`config.mk`:
```
export PLATFORM = sky130hd
export DESIGN_NAME = operand_fetch
export DESIGN_NICKNAME = d
export VERILOG_FILES = /design/src/rtl/proc_isa_pkg.sv /design/src/rtl/reg_scoreboard.sv /design/src/rtl/operand_fetch.sv
export SDC_FILE = /design/constraint.sdc
export NUM_CORES = 1
export LEC_CHECK = 0
export ABC_AREA = 1
export BUFFER_PORTS_ARGS = -buffer_cell sky130_fd_sc_hd__buf_4
export CAP_MARGIN = 20
export CORE_UTILIZATION = 41
export CTS_BUF_LIST = sky130_fd_sc_hd__clkbuf_16
export CTS_CLUSTER_DIAMETER = 60
export CTS_CLUSTER_SIZE = 10
export DETAILED_ROUTE_END_ITERATION = 10
export PLACE_DENSITY_LB_ADDON = 0.15
export REMOVE_ABC_BUFFERS = 1
export SETUP_SLACK_MARGIN = 0.1
export SYNTH_ARGS = -nofsm -noshare
export SYNTH_HDL_FRONTEND = slang
export SYNTH_SLANG_ARGS = --single-unit
```
`constraint.sdc`:
```
create_clock -name clk -period 2.45 [get_ports clk]
set_input_delay 0.49 -clock clk [delete_from_list [all_inputs] [get_ports clk]]
set_output_delay 0.49 -clock clk [all_outputs]
set_load 0.01 [all_outputs]
```
`src/rtl/proc_isa_pkg.sv`:
```
// Shared ISA definitions for the decode/operand-fetch stage: data/address/
// instruction widths, opcode values, instruction field positions, FSM state
// encoding and small decode helpers.
package proc_isa_pkg;

    localparam int DW_DEF = 8;
    localparam int AW_DEF = 3;
    localparam int IW_DEF = 16;

    // Opcodes
    localparam logic [3:0] OP_NOP  = 4'h0;
    localparam logic [3:0] OP_ADD  = 4'h1;
    localparam logic [3:0] OP_SUB  = 4'h2;
    localparam logic [3:0] OP_AND  = 4'h3;
    localparam logic [3:0] OP_OR   = 4'h4;
    localparam logic [3:0] OP_XOR  = 4'h5;
    localparam logic [3:0] OP_ADDI = 4'h6;
    localparam logic [3:0] OP_LDI  = 4'h7;
    localparam logic [3:0] OP_HALT = 4'hF;

    // Instruction field bit positions (imm6 overlaps rs2)
    localparam int OP_MSB  = 15;
    localparam int OP_LSB  = 12;
    localparam int RD_MSB  = 11;
    localparam int RD_LSB  = 9;
    localparam int RS1_MSB = 8;
    localparam int RS1_LSB = 6;
    localparam int RS2_MSB = 5;
    localparam int RS2_LSB = 3;
    localparam int IMM_MSB = 5;
    localparam int IMM_LSB = 0;

    // FSM state encoding
    localparam logic [2:0] ST_IDLE  = 3'd0;
    localparam logic [2:0] ST_CHECK = 3'd1;
    localparam logic [2:0] ST_READ  = 3'd2;
    localparam logic [2:0] ST_CAPT  = 3'd3;
    localparam logic [2:0] ST_ISSUE = 3'd4;

    // Sign-extend the 6-bit immediate to the data width
    function automatic logic [DW_DEF-1:0] sext_imm6(input logic [5:0] imm);
        return {{(DW_DEF-6){imm[5]}}, imm};
    endfunction

    function automatic logic op_is_rtype(input logic [3:0] op);
        return (op >= OP_ADD) && (op <= OP_XOR);
    endfunction

    function automatic logic op_reads_rs1(input logic [3:0] op);
        return op_is_rtype(op) || (op == OP_ADDI);
    endfunction

    function automatic logic op_reads_rs2(input logic [3:0] op);
        return op_is_rtype(op);
    endfunction

    // Opcodes that travel down to the execute stage (all of them write rd)
    function automatic logic op_issues(input logic [3:0] op);
        return op_is_rtype(op) || (op == OP_ADDI) || (op == OP_LDI);
    endfunction

endpackage

```
`src/rtl/reg_scoreboard.sv`:
```
// Register busy scoreboard: one pending bit per register. Issue sets a bit,
// writeback clears one; a set on the same edge as a clear of the same
// register wins. Hazard output looks at the registered vector only.
module reg_scoreboard
    import proc_isa_pkg::*;
#(
    parameter int AW = AW_DEF
) (
    input  logic                 clk,
    input  logic                 rst_n,
    input  logic                 set_en,
    input  logic [AW-1:0]        set_addr,
    input  logic                 clr_en,
    input  logic [AW-1:0]        clr_addr,
    input  logic [AW-1:0]        rs1_addr,
    input  logic                 rs1_need,
    input  logic [AW-1:0]        rs2_addr,
    input  logic                 rs2_need,
    output logic                 hazard,
    output logic [(1<<AW)-1:0]   busy_vec
);

    localparam int NR = 1 << AW;

    logic [NR-1:0] busy_q;
    logic [NR-1:0] busy_d;
    logic [NR-1:0] set_mask;
    logic [NR-1:0] clr_mask;

    // Next busy vector: clear first, then OR in the set so the set wins
    always_comb begin
        set_mask = '0;
        clr_mask = '0;
        if (set_en) set_mask[set_addr] = 1'b1;
        if (clr_en) clr_mask[clr_addr] = 1'b1;
        busy_d = (busy_q & ~clr_mask) | set_mask;
    end

    // Busy vector register
    always_ff @(posedge clk or negedge rst_n) begin
        if (!rst_n) busy_q <= '0;
        else        busy_q <= busy_d;
    end

    // RAW hazard on any needed source whose bit is pending
    always_comb begin
        hazard = (rs1_need && busy_q[rs1_addr]) || (rs2_need && busy_q[rs2_addr]);
    end

    assign busy_vec = busy_q;

endmodule

```
`src/rtl/operand_fetch.sv`:
```
// Decode / operand-fetch stage in front of the 8x8 register file.
// Flow: IDLE (accept) -> CHECK (wait out RAW hazards) -> READ (rf enables)
// -> CAPT (rf data valid) -> ISSUE (hold bundle until out_ready).
// LDI jumps CHECK -> ISSUE. NOP/HALT/illegal are consumed in IDLE.
// Optional: define OPFETCH_ILLEGAL_TRAP_EN to add a sticky err output that
// blocks further accepts when an illegal opcode arrives.
//
// Handshakes: a transfer happens on a rising edge where valid && ready are
// both high; the producer keeps valid and its payload stable until then.
module operand_fetch
    import proc_isa_pkg::*;
#(
    parameter int DW = DW_DEF,
    parameter int AW = AW_DEF,
    parameter int IW = IW_DEF
) (
    input  logic                 clk,
    input  logic                 rst_n,
    input  logic                 in_valid,
    output logic                 in_ready,
    input  logic [IW-1:0]        in_instr,
    output logic [AW-1:0]        rf_rd_addr1,
    output logic [AW-1:0]        rf_rd_addr2,
    output logic                 rf_rd_en1,
    output logic                 rf_rd_en2,
    input  logic [DW-1:0]        rf_rd_data1,
    input  logic [DW-1:0]        rf_rd_data2,
    input  logic                 wb_valid,
    input  logic [AW-1:0]        wb_addr,
    output logic                 out_valid,
    input  logic                 out_ready,
    output logic [3:0]           out_op,
    output logic [AW-1:0]        out_dst,
    output logic [DW-1:0]        out_a,
    output logic [DW-1:0]        out_b,
    output logic                 out_wr,
    output logic [(1<<AW)-1:0]   busy_vec,
`ifdef OPFETCH_ILLEGAL_TRAP_EN
    output logic                 err,
`endif
    output logic                 halted
);

    logic [2:0]    state_q, state_d;
    logic [IW-1:0] instr_q, instr_d;
    logic          halted_q, halted_d;
    logic          rd_en1_q, rd_en1_d;
    logic          rd_en2_q, rd_en2_d;
    logic [AW-1:0] rd_addr1_q, rd_addr1_d;
    logic [AW-1:0] rd_addr2_q, rd_addr2_d;
    logic          out_valid_q, out_valid_d;
    logic [3:0]    out_op_q, out_op_d;
    logic [AW-1:0] out_dst_q, out_dst_d;
    logic [DW-1:0] out_a_q, out_a_d;
    logic [DW-1:0] out_b_q, out_b_d;
    logic          out_wr_q, out_wr_d;
`ifdef OPFETCH_ILLEGAL_TRAP_EN
    logic          err_q, err_d;
`endif

    logic          accept;
    logic          hazard;
    logic          stopped;
    logic [3:0]    in_op;
    logic [3:0]    op;
    logic [AW-1:0] rd, rs1, rs2;
    logic [5:0]    imm;
    logic          need1, need2;

    // Decode of the latched instruction
    assign in_op = in_instr[OP_MSB:OP_LSB];
    assign op    = instr_q[OP_MSB:OP_LSB];
    assign rd    = instr_q[RD_MSB:RD_LSB];
    assign rs1   = instr_q[RS1_MSB:RS1_LSB];
    assign rs2   = instr_q[RS2_MSB:RS2_LSB];
    assign imm   = instr_q[IMM_MSB:IMM_LSB];
    assign need1 = op_reads_rs1(op);
    assign need2 = op_reads_rs2(op);

`ifdef OPFETCH_ILLEGAL_TRAP_EN
    assign stopped = halted_q || err_q;
`else
    assign stopped = halted_q;
`endif

    assign in_ready = (state_q == ST_IDLE) && !stopped;
    assign accept   = in_valid && in_ready;

    // Scoreboard: set on a completed issue of a writing op, clear on writeback
    reg_scoreboard #(.AW(AW)) u_scoreboard (
        .clk      (clk),
        .rst_n    (rst_n),
        .set_en   (out_valid_q && out_ready && out_wr_q),
        .set_addr (out_dst_q),
        .clr_en   (wb_valid),
        .clr_addr (wb_addr),
        .rs1_addr (rs1),
        .rs1_need (need1),
        .rs2_addr (rs2),
        .rs2_need (need2),
        .hazard   (hazard),
        .busy_vec (busy_vec)
    );

    // Next-state and datapath control for the fetch FSM
    always_comb begin
        state_d     = state_q;
        instr_d     = instr_q;
        halted_d    = halted_q;
        rd_en1_d    = rd_en1_q;
        rd_en2_d    = rd_en2_q;
        rd_addr1_d  = rd_addr1_q;
        rd_addr2_d  = rd_addr2_q;
        out_valid_d = out_valid_q;
        out_op_d    = out_op_q;
        out_dst_d   = out_dst_q;
        out_a_d     = out_a_q;
        out_b_d     = out_b_q;
        out_wr_d    = out_wr_q;
`ifdef OPFETCH_ILLEGAL_TRAP_EN
        err_d       = err_q;
`endif
        case (state_q)
            ST_IDLE: begin
                if (accept) begin
                    instr_d = in_instr;
                    if (in_op == OP_HALT) begin
                        halted_d = 1'b1;
                    end else if (op_issues(in_op)) begin
                        state_d = ST_CHECK;
                    end else if (in_op != OP_NOP) begin
`ifdef OPFETCH_ILLEGAL_TRAP_EN
                        err_d = 1'b1;
`endif
                    end
                end
            end
            ST_CHECK: begin
                if (!hazard) begin
                    if (op == OP_LDI) begin
                        state_d     = ST_ISSUE;
                        out_valid_d = 1'b1;
                        out_op_d    = op;
                        out_dst_d   = rd;
                        out_wr_d    = 1'b1;
                        out_a_d     = '0;
                        out_b_d     = sext_imm6(imm);
                    end else begin
                        state_d    = ST_READ;
                        rd_en1_d   = need1;
                        rd_en2_d   = need2;
                        rd_addr1_d = need1 ? rs1 : '0;
                        rd_addr2_d = need2 ? rs2 : '0;
                    end
                end
            end
            ST_READ: begin
                state_d  = ST_CAPT;
                rd_en1_d = 1'b0;
                rd_en2_d = 1'b0;
            end
            ST_CAPT: begin
                state_d     = ST_ISSUE;
                out_valid_d = 1'b1;
                out_op_d    = op;
                out_dst_d   = rd;
                out_wr_d    = op_issues(op);
                out_a_d     = need1 ? rf_rd_data1 : '0;
                out_b_d     = need2 ? rf_rd_data2 : sext_imm6(imm);
            end
            ST_ISSUE: begin
                if (out_ready) begin
                    out_valid_d = 1'b0;
                    state_d     = ST_IDLE;
                end
            end
            default: state_d = ST_IDLE;
        endcase
    end

    // State and output registers
    always_ff @(posedge clk or negedge rst_n) begin
        if (!rst_n) begin
            state_q     <= ST_IDLE;
            instr_q     <= '0;
            halted_q    <= 1'b0;
            rd_en1_q    <= 1'b0;
            rd_en2_q    <= 1'b0;
            rd_addr1_q  <= '0;
            rd_addr2_q  <= '0;
            out_valid_q <= 1'b0;
            out_op_q    <= '0;
            out_dst_q   <= '0;
            out_a_q     <= '0;
            out_b_q     <= '0;
            out_wr_q    <= 1'b0;
        end else begin
            state_q     <= state_d;
            instr_q     <= instr_d;
            halted_q    <= halted_d;
            rd_en1_q    <= rd_en1_d;
            rd_en2_q    <= rd_en2_d;
            rd_addr1_q  <= rd_addr1_d;
            rd_addr2_q  <= rd_addr2_d;
            out_valid_q <= out_valid_d;
            out_op_q    <= out_op_d;
            out_dst_q   <= out_dst_d;
            out_a_q     <= out_a_d;
            out_b_q     <= out_b_d;
            out_wr_q    <= out_wr_d;
        end
    end

`ifdef OPFETCH_ILLEGAL_TRAP_EN
    // Sticky illegal-opcode flag
    always_ff @(posedge clk or negedge rst_n) begin
        if (!rst_n) err_q <= 1'b0;
        else        err_q <= err_d;
    end
    assign err = err_q;
`endif

    assign halted      = halted_q;
    assign rf_rd_en1   = rd_en1_q;
    assign rf_rd_en2   = rd_en2_q;
    assign rf_rd_addr1 = rd_addr1_q;
    assign rf_rd_addr2 = rd_addr2_q;
    assign out_valid   = out_valid_q;
    assign out_op      = out_op_q;
    assign out_dst     = out_dst_q;
    assign out_a       = out_a_q;
    assign out_b       = out_b_q;
    assign out_wr      = out_wr_q;

endmodule
```
* Word level (Yosys, flattened, before mapping) *
Cells that the tools add are included.

word-level totals
  register bits after elaboration = 61
  latch bits = 0
  RAM bits = 0
  bits in read-only memories = 0
  bits of input ports = 40
  logic and storage cells = 116
  memories = 0

operators by class
  $add $sub $neg = 0
  $mul = 0
  div/mod/pow operators = 0
  magnitude comparators = 10
  equality and inequality tests = 16
  shift operators = 0
  mux-type cells = 44
  bitwise logic cells = 5
  reductions and logical operators = 27

operators by type and width
  cell                                                                count
  2-to-1 mux 8 bit                                                    8
  one-hot mux 8 bit (2 select lines)                                  2
  2-to-1 mux 3 bit                                                    10
  equality test 4 x 3 -> 1 bit (second input constant)                4
  less-than comparator 3 x 4 -> 1 bit (second input constant)         4
  one-hot mux 3 bit (5 select lines)                                  1
  inequality test 2 bit (second input constant)                       6
  AND reduction 3 bit                                                 4
  2-to-1 mux 1 bit                                                    11
  logical AND 1 bit                                                   10
  bitwise AND 8 bit                                                   1
  greater-or-equal comparator 4 x 1 -> 1 bit (second input constant)  2
  less-or-equal comparator 4 x 3 -> 1 bit (second input constant)     2
  2-to-1 mux 4 bit                                                    2
  inverter 8 bit                                                      1
  OR 8 bit                                                            1
  one-hot mux 4 bit (2 select lines)                                  1
  binary-select mux 1 bit (select 3 bit)                              2
  demux 1 bit (select 3 bit)                                          2
  equality test 3 x 2 -> 1 bit (second input constant)                2
  greater-or-equal comparator 3 x 1 -> 1 bit (second input constant)  2
  one-hot mux 1 bit (2 select lines)                                  3
  one-hot mux 3 bit (2 select lines)                                  1
  logical OR 1 bit                                                    5
  13 further kinds                                                    15

* Logic depth before layout (Yosys ltp) *
  depth after elaboration = 8
  gate-level depth with buffers = 10

* By module *
A second synthesis with hierarchy kept.

second synthesis, totals
  cell total of the unflattened synthesis = 367
  area total of the unflattened synthesis = 2895.3 um^2

modules (own cells, without submodules)
  module          instances  cells an instance  area each (um^2)  seq. area each (um^2)
  operand_fetch   1          281                2362.3            1326.3
  reg_scoreboard  1          86                 533.0             200.2

* Worst setup path after synthesis *
OpenSTA, ideal clock, no wires.

  kind = reg2reg
  from = reg state_q[2]
  to = reg instr_q[12]
  setup time = 0.127 ns
  arrival time = 1.198 ns
  required time = 2.323 ns
  path slack = 1.125 ns
  stages on the path, launching flop included = 6
  buffers on the path = 1
  clock period less this slack = 1.325 ns
  cell sequence = dfrtp_1 > nor2_2 > nand2_2 > nor3_4 > buf_6 > o21ai_0

between the ends
  word-level cells in the longest chain between the ends = 4

RTL lines
  element                          RTL line                                   text
  start: declaration               operand_fetch.sv:44                        logic [2:0] state_q, state_d;
  start signal: assignment         operand_fetch.sv:198                       state_q <= state_d;
  zero test 3 bit *                operand_fetch.sv:86, operand_fetch.sv:123
  logical AND 1 bit                operand_fetch.sv:86                        assign in_ready = (state_q == ST_IDLE) && !stopped;
  logical AND 1 bit                operand_fetch.sv:87                        assign accept = in_valid && in_ready;
  AND reduction 2 bit (no line) *  n/a
  end signal: assignment           operand_fetch.sv:199                       instr_q <= instr_d;
  end: declaration                 operand_fetch.sv:45                        logic [IW-1:0] instr_q, instr_d;

Every way passes the cells marked *; elsewhere a longest branch is shown, timed or not.
A chain may end at the register's enable or synchronous reset.

* Worst setup path in the final report *
  from = reg state_q[2]
  to = reg out_wr_q, in the netlist out_wr

between the ends
  word-level cells in the longest chain between the ends = 3

RTL lines
  element                                                                              RTL line              text
  equality test 3 x 1 -> 1 bit / equality test 3 x 2 -> 1 bit (equally long branches)  operand_fetch.sv:123  case (state_q)
  inequality test 2 bit (no line) / nonzero test 2 bit (equally long branches)         n/a
  AND reduction 3 bit (no line)                                                        n/a
  end signal: assignment                                                               operand_fetch.sv:210  out_wr_q <= out_wr_d;
  end: declaration                                                                     operand_fetch.sv:56   logic out_wr_q, out_wr_d;

Several ways; a longest one is shown, not always the timed one.

==> summary.md <==
| Metric | Value |
|---|---|
| RePlAce Congestion | `0.869` |
| H-tree levels | `3` |
| GR Util met1 | `26.5%` |
| Post-synth top area share | `54.8%` |
| Status | `finished with violations` |
| Hold_buf cts | `0` |
| Largest net degree at the start of global routing | `between 60 and 70` |
| Worst setup endpoint | `out_wr` |
| Sum Neg Setup Slack | `0 ns` |
| Filler cells | `around 620` |
| Final Routed Wirelength | `about 6.5 mm` |
| Post-CTS Setup Bufs | `0` |
| Power density cells | `1400 nW/um^2` |
| Max Fanout on Critical Path | `22` |
| Clock skew | `0.00681 ns` |
| Max-cap violations | `0` |
| Clock transition at path regs | `around 0.050 ns` |
| Initial DRT Pass Iterations | `7` |
| Post-DP HPWL | `roughly 4.6 mm` |
| Iter 0 DRT Violations | `118` |
| M3 GR Usage | `6.39%` |
| CP Cell Sequence | `inv_2, nand2_2, nor2_4, a21oi_2, inv_2, nor2_1, a21oi_1` |
| Hold Crit Class | `in2async` |
| Antenna Violating Nets Remaining | `0` |
| DRC Markers | `15` |
| Power consumption | `5.22 mW` |
| Synth warn | `0` |
| CP max stage delay | `0.68 ns` |
| Wirelength per Cell | `13.7 um` |
| Max-slew violations | `0` |
| Post-synthesis sequential element count | `61` |
| Rel. slew slack | `between 30% and 40%` |
| Worst path most repeated cell | `inv_2` |
| Initial antenna violation count | `0` |
| WP data required | `2.63 ns` |
| Commonest cells post-synth | `95 x nand2_1, 61 x dfrtp_1, 23 x inv_1, 23 x o21ai_0, 21 x nand3_1` |
| Ant. Diodes | `0` |
| CP max stage cell | `a21oi_2` |
| Final Core Density | `57.7%` |
| R2R setup slack | `0.38 ns` |
| Place WS | `slightly below 0.4 ns` |
| Area Growth Syn to Fin | `33.8%` |
| Clk Latency, worst-skew pair | `0.32 ns` |
| CTS tree | `yes` |
| Synth area leaders | `dfrtp_1 55%, nand2_1 13%, o21ai_0 4.1%` |
| Root buf cell | `clkbuf_16` |
| Top-count cell post-synth | `nand2_1` |
| Synthesized instance count | `308` |
| FF-to-FF path depth | `7` |
| Startpoint Class | `register` |
| RSZ-0062 raised after global routing | `false` |
| Most common flop cell mapped by yosys | `dfrtp_1` |
| Synth Cell Area | `2790 um^2` |
| FMAX | `0.483 GHz` |
| Violated checks | `design-rule violations` |
| DR vias/cell | `5.05` |
| Crit Reg-Reg Endpoint | `out_wr` |
| Net count, final | `about 430` |
| Syn Area/Cell | `between 9 and 10 um^2` |
| Gr busiest metal | `met2` |
| Final worst path period share | `between 80% and 90%` |
| Worst-Margin Slew | `0.914 ns` |
| Max clock buf depth | `2` |
| I/O pin total | `83` |
| Ratio of cells with drive above 1 in the final layout | `31.4%` |
| Crit Path Class | `reg2reg` |
| # rows | `29` |
| P_leak | `1.85 nW` |
| Worst R2R Start | `state_q[2]` |
| Post-synthesis sequential area ratio | `a little over half` |
| Setup Viol. Count Final | `0` |
| Post-synth top area cell | `dfrtp_1` |
| Vert. Die Dim | `84.5 um` |
| CTS Sinks | `61` |
| Worst setup EP type | `register` |
| Minimum clock period | `2.07 ns` |
| Vias post-DR | `2,398` |
| Post-cts resize count | `0` |
| Critical Path AT | `2.26 ns` |
| Inserted Clock Buffers | `9` |
| First-pass GRT wire length | `11.0 mm` |
| Cell variety after synth | `26` |
| Port Buffers | `82` |
| Setup WS post-layout | `0.379 ns` |
| Vias in the first global route | `2,280` |
| Die ar. | `7130 um^2` |
| Ys async rst share | `100%` |
| Peak supply drop | `0.645 mV` |
| Initial core utilization | `43.2%` |
| Setup crit start | `state_q[2]` |
| Final hold viol count | `0` |
| EDFF count, synth | `0` |
| Die W | `84.5 um` |
| GRT Residual Overflow | `0` |
| Total GRT Usage | `19.9%` |
| Core area | `6460 um^2` |
| Met2 global-route usage | `about 30%` |
[per-stage QoR]
step           hold WS (ns)  std cells  area (um^2)
2_1_floorplan         0.194        298         2720
3_3_place_gp          0.460        459         3450
3_5_place_dp          0.458        459         3450
4_1_cts               0.274        475         3730
5_1_grt               0.303        475         3730
6_report              0.230        475         3730
[logic make-up (layout without fill, tap and decap cells)]
kind of cell	after synthesis	after routing	share of synthesized area, %
AO/OA/AOI/OAI	65	65	15.9
buffers and inverters	41	131	6.64
flip-flops	61	61	54.8
AND/OR/NAND/NOR	141	141	22.7
[cell type report]
cell class	count	area (um^2)	share of cell area, %
multi-input combinational	206	1080	28.8
sequential	61	1530	40.9
inverter	31	116	3.12
clock inverter	7	58.8	1.58
timing repair buffer	84	631	16.9
tap	77	96.3	2.58
clock buffer	9	225	6.04
[registers in the layout, summed over array words and instances, names as in the netlist]
signal,cells
out_a,8
out_valid,1
out_dst,3
rf_rd_en2,1
rf_rd_addr2,3
halted,1
u_scoreboard.busy_vec,8
out_op,4
state_q,3
instr_q,16
rf_rd_addr1,3
out_b,8
rf_rd_en1,1
out_wr,1
[worst min-delay path by stage]
stage | from | endpoint | slack (ns)
2_1_floorplan | rst_n | halted | 0.19
6_report | rst_n | u_scoreboard.busy_vec[4] | 0.23
4_1_cts | rst_n | u_scoreboard.busy_vec[4] | 0.27
3_5_place_dp | instr_q[2] | instr_q[2] | 0.46
5_1_grt | rst_n | instr_q[10] | 0.30
3_3_place_gp | instr_q[0] | instr_q[0] | 0.46
[worst max-delay path, delay by kind of cell (launching register included)]
family	cells	cell delay [ns]
AOI/OAI and AO/OA	2	0.74
DFF	1	0.41
and+or+nand+nor	3	0.40
buffers and inverters	2	0.38
[routing by layer]
metal	wire length, um	share of wire (%)
met1	2890	44
met2	3140	48
met3	466	7.1
met4	31	0.48
met5	0	0
[power breakdown]
| part | total [mW] | switching (mW) | internal, mW |
|---|---|---|---|
| logic | 2.20 | 1.28 | 0.914 |
| registers | 1.83 | 0.371 | 1.46 |
| clock network | 1.19 | 0.421 | 0.771 |
| total | 5.22 | 2.08 | 3.14 |
[placed cells by master, fill, tap and decap left out, drive strengths merged]
| cell type | n |
|---|---|
| clkinv | 3 |
| o21ai | 37 |
| o31ai | 1 |
| bufinv | 1 |
| buf | 84 |
| clkinvlp | 1 |
| dfrtp | 61 |
| inv | 33 |
| nor2 | 14 |
| nand2 | 97 |
| nand4 | 2 |
| a32o | 8 |
| a21oi | 4 |
| nor3 | 3 |
| o21bai | 1 |
| a31oi | 6 |
| clkbuf | 9 |
| nand3 | 25 |
| o41ai | 8 |
Power figures use the tool's default switching activity.
